`config.mk`:
```
export PLATFORM = sky130hd
export DESIGN_NAME = gray_updown_counter
export DESIGN_NICKNAME = d
export VERILOG_FILES = /design/src/rtl/gray_updown_counter.sv
export SDC_FILE = /design/constraint.sdc
export NUM_CORES = 1
export LEC_CHECK = 0
export ABC_AREA = 1
export CORE_MARGIN = 3
export CORE_UTILIZATION = 30
export DETAILED_ROUTE_END_ITERATION = 10
export PLACE_DENSITY = 0.69
export SYNTH_ARGS = -nofsm -noshare
export SYNTH_HDL_FRONTEND = slang
export SYNTH_SLANG_ARGS = --single-unit
export TNS_END_PERCENT = 5
```
`constraint.sdc`:
```
create_clock -name clk -period 1.8 [get_ports clk]
set_clock_uncertainty 0.15 [all_clocks]
set_input_delay 0.27 -clock clk [delete_from_list [all_inputs] [get_ports clk]]
set_output_delay 0.27 -clock clk [all_outputs]
set_load 0.01 [all_outputs]
```
`src/rtl/gray_updown_counter.sv`:
```
// Up/down Gray-code counter with load, wrap-or-saturate ends, binary mirror and
// look-ahead next-Gray output. Binary and Gray registers always agree.
module gray_updown_counter #(
  parameter int unsigned                  NUMBER_OF_BITS = 4,
  parameter logic [NUMBER_OF_BITS-1:0]    RESET_VAL_G    = '0,
  parameter bit                           SATURATE       = 1'b0
) (
  input  logic                      clk,
  input  logic                      rst,
  input  logic                      count_en,
  input  logic                      up_dn,
  input  logic                      load,
  input  logic [NUMBER_OF_BITS-1:0] load_val_b,
  output logic [NUMBER_OF_BITS-1:0] g_count,
  output logic [NUMBER_OF_BITS-1:0] b_count,
  output logic [NUMBER_OF_BITS-1:0] g_next,
  output logic                      wrap,
  output logic                      at_max,
  output logic                      at_min
);

  function automatic logic [NUMBER_OF_BITS-1:0] bin2gray(input logic [NUMBER_OF_BITS-1:0] b);
    return b ^ (b >> 1);
  endfunction

  function automatic logic [NUMBER_OF_BITS-1:0] gray2bin(input logic [NUMBER_OF_BITS-1:0] g);
    logic [NUMBER_OF_BITS-1:0] b;
    b = g;
    for (int unsigned i = 1; i < NUMBER_OF_BITS; i++) begin
      b = b ^ (g >> i);
    end
    return b;
  endfunction

  localparam logic [NUMBER_OF_BITS-1:0] RESET_VAL_B = gray2bin(RESET_VAL_G);
  localparam logic [NUMBER_OF_BITS-1:0] ONE         = NUMBER_OF_BITS'(1);

  logic [NUMBER_OF_BITS-1:0] b_q, b_d;
  logic [NUMBER_OF_BITS-1:0] g_q, g_d;
  logic                      wrap_q, wrap_d;

  assign at_max = &b_q;
  assign at_min = ~|b_q;

  always_comb begin
    b_d    = b_q;
    wrap_d = 1'b0;
    if (load) begin
      b_d = load_val_b;
    end else if (count_en) begin
      if (up_dn) begin
        if (!at_max) begin
          b_d = b_q + ONE;
        end else if (!SATURATE) begin
          b_d    = '0;
          wrap_d = 1'b1;
        end
      end else begin
        if (!at_min) begin
          b_d = b_q - ONE;
        end else if (!SATURATE) begin
          b_d    = '1;
          wrap_d = 1'b1;
        end
      end
    end
    // g_next must already reflect a pending reset
    g_d = rst ? RESET_VAL_G : bin2gray(b_d);
  end

  always_ff @(posedge clk) begin
    if (rst) begin
      b_q    <= RESET_VAL_B;
      g_q    <= RESET_VAL_G;
      wrap_q <= 1'b0;
    end else begin
      b_q    <= b_d;
      g_q    <= g_d;
      wrap_q <= wrap_d;
    end
  end

  assign g_count = g_q;
  assign b_count = b_q;
  assign g_next  = g_d;
  assign wrap    = wrap_q;

endmodule

```
==> impl_results.md <==
- Largest net degree at the start of global routing: 9
- Ports: 24
- DRC violations left: 0
- Setup Crit Path Kind: reg -> out
- GRT Util Overall: 15.0%
- Final Cycle Share: 122%
- Failing checks: setup timing
- Total Routed Length: ~1700 um
- Main synth FF type: dfxtp_1
- Multi-input gate area: 402 sq um
- FF+latch count, synth: 9
- CP max FO: 4
- CP max stage cell: dfxtp_4
- Most common cell on crit path: buf_4
- Initial Utilization: 32.1%
- Crit-path max cell delay: 0.37 ns
- Post-synth cell types: 17
- Clk sinks: 9
- Post-synth top cells: 21 x nand2_1, 15 x inv_1, 9 x dfxtp_1, 9 x nand3_1, 9 x nor2_1
- CORE AREA: 1760 sq um
- Register Area: 195 sq um
- Max-Cap Viols: 0
- Final Critical Period: approximately 2.2 ns
- Final WS setup: -0.399 ns
- Post-synth EDFFs: 0
- WHS: 0.314 ns
- Worst min-delay path category: in -> reg
- Internal: 460 uW
- DRT antenna net count: 0
- CP Cell Sequence: inv_2 > ha_4 > xnor2_2 > nand2_1 > a21oi_2 > buf_4 > buf_4 > o22ai_2 > buf_2
- Drt pass-1 iters: 3
- Nets: roughly 150
- Count of final setup violators: 4
- Cell Pwr Density: 615 nW/um^2
- Top cell type by total area after synthesis: dfxtp_1
- Post-Synthesis Cells: 86
- Worst endpoint required time: ~1.4 ns
- WL/cell: 10.6 um
- Combinational power share: 42.0%
- CTS Buf Count: 3
- Die Ht: 49.5 um
- N_diodes: 0
- # hold bufs at CTS: 0
- Dpl ws: -0.787 ns
- Outcome: complete, but fails checks
- Reg power frac: 34.6%
- # port buffers: 23
- CP Launch Type: flip-flop
- First-pass GRT wire length: 2820 um
- Sum Neg Setup Slack: -1.17 ns
- Worst path bufs/invs: 4
- Clock Power Share: roughly a quarter
- Area growth, synth to finish: 94.7%
- DP HPWL: 1290 um
- VDD IR max: 372 uV
- Die area: 2450 sq um
- Starting DRT DRC Count: 6
- Post-synthesis async set-or-reset flop share: 0%
- Die Width: 49.5 um
- Crit path arrival time: 1.78 ns
- GRT overflow: 0
- Top cells by area, synth: dfxtp_1 32%, nand2_1 14%, inv_1 9.9%
- Pleak: 0.000555 uW
- RSZ-0062 raised after global routing: true
- Sw power: 218 uW
- Clk root buf: clkbuf_4
- Htree depth: 1
- Pins Over Slew Limit: 0
- Sw frac: 32.2%
- Ys Warns: 0
- Vias in the first global route: 719
- Relative slew slack: between 80% and 90%
- Max Freq: between 0.4 and 0.5 GHz
- Vias post-DR: 716
- Vias/cell: 4.45
- RePlAce Congestion: 0.880
- Delay-heaviest family, CP: buffers and inverters
- Count leader, synth: nand2_1
- Post-synth top area share: 31.8%
- Post-Syn Area: roughly 570 sq um
- Clk buf depth: 2
- Share of cells above drive strength 1: 43.4%
- Syn avg cell area: 6.59 sq um
- Synthesized Nets: a little under 100
- CP endpoint kind: output port
- Least-Margin Pin Slew: 0.254 ns
- Clock-pin slew on the worst setup and hold paths: 0.06 ns
- Part of the Yosys area used for sequential elements: 31.8%
- Initial antenna violation count: 0
- Fillers: around 180
- TritonCTS clock tree: yes
- Skew-Pair Late Insertion Delay: 0.26 ns
- Row count: 15
- Final hold vios: 0
-- worst min-delay path: cells and delay by family --
family                 cells  cell delay (ns)
AOI/OAI and AO/OA          1             0.04
buffers and inverters      2             0.30
and+or+nand+nor            1             0.07
-- final timing paths --
check                                   to  slack (ns)  startpoint  depth (start not counted)
worst min-delay path                  wrap        0.31    count_en                          4
worst max register to register  g_count[0]        0.05  b_count[1]                          9
worst min register to register        wrap        0.51  b_count[3]                          4
worst max-delay path             g_next[1]       -0.40  b_count[1]                          9
-- per-layer routing --
layer / vias to the layer above / track usage, % / part of all wire [%]
met2: 21 / 27.7 / 52
li1: 372 / - / -
met1: 318 / 15.1 / 40
met4: 0 / 8.76 / 2.0
met3: 5 / 3.93 / 6.0
met5: - / 0 / 0
-- stage by stage --
stage	power [uW]	cell area (sq um)	utilization, %	std cells
2_1_floorplan	357	599	-	86
3_3_place_gp	499	1000	56.7	153
3_5_place_dp	503	1000	56.7	153
4_1_cts	675	1060	59.9	161
5_1_grt	721	1100	62.6	161
6_report	678	1100	62.6	161
-- state kept, by name (all words and copies together) (netlist names) --
register  flops
g_count       4
wrap          1
b_count       4
-- cells in the final DEF (no fill, tap or decap) --
master           instances
nor2_1                   6
nand3_4                  1
nand2_1                 17
o22ai_2                  1
buf_2                    4
clkbuf_4                 3
nand2_2                  5
a21oi_2                  1
dfxtp_1                  5
dlymetal6s2s_1           2
xnor2_2                  1
inv_2                    2
dfxtp_4                  4
nand3_2                  1
o22ai_1                  1
dlygate4sd2_1            2
o21a_1                   2
a21oi_1                  5
ha_4                     2
inv_1                   12
or2_2                    2
clkbuf_1                 1
nor2_4                   2
nor3_4                   1
buf_4                   25
nand4_1                  2
inv_4                    1
nor2_2                   3
nand3_1                  8
clkdlybuf4s50_1         14
-- cell families (layout without fill, tap and decap cells) --
group / count (synthesis) / count (layout) / synth area share [%]
buf+inv: 16 / 66 / 11.9
fa+ha+maj: 2 / 2 / 4.41
simple gates: 48 / 48 / 40.2
flops: 9 / 9 / 31.8
compound gates: 10 / 10 / 10.2
xor+xnor: 1 / 1 / 1.55
-- timing repair --
action | in CTS | in global routing
resized for setup | 28 | 12
buffers inserted | 4 | 0
pin swaps | 4 | 0
setup endpoints to repair | 8 | 9
-- power by group through the flow --
stage                     Sequential, uW  Clock, uW  Combinational [uW]
final                                235        159                 285
after global routing                 237        172                 311
after CTS                            234        164                 278
after detailed placement             238          0                 265
after global placement               238          0                 261
after floorplan                      245          0                 112
-- cell type report --
| type | instances | area share (%) |
|---|---|---|
| Timing Repair Buffer | 47 | 35.4 |
| Multi-Input combinational cell | 61 | 36.4 |
| Inverter | 15 | 5.33 |
| Sequential cell | 9 | 17.7 |
| Tap cell | 25 | 2.83 |
| Clock buffer | 4 | 2.38 |
Power figures use the tool's default switching activity.
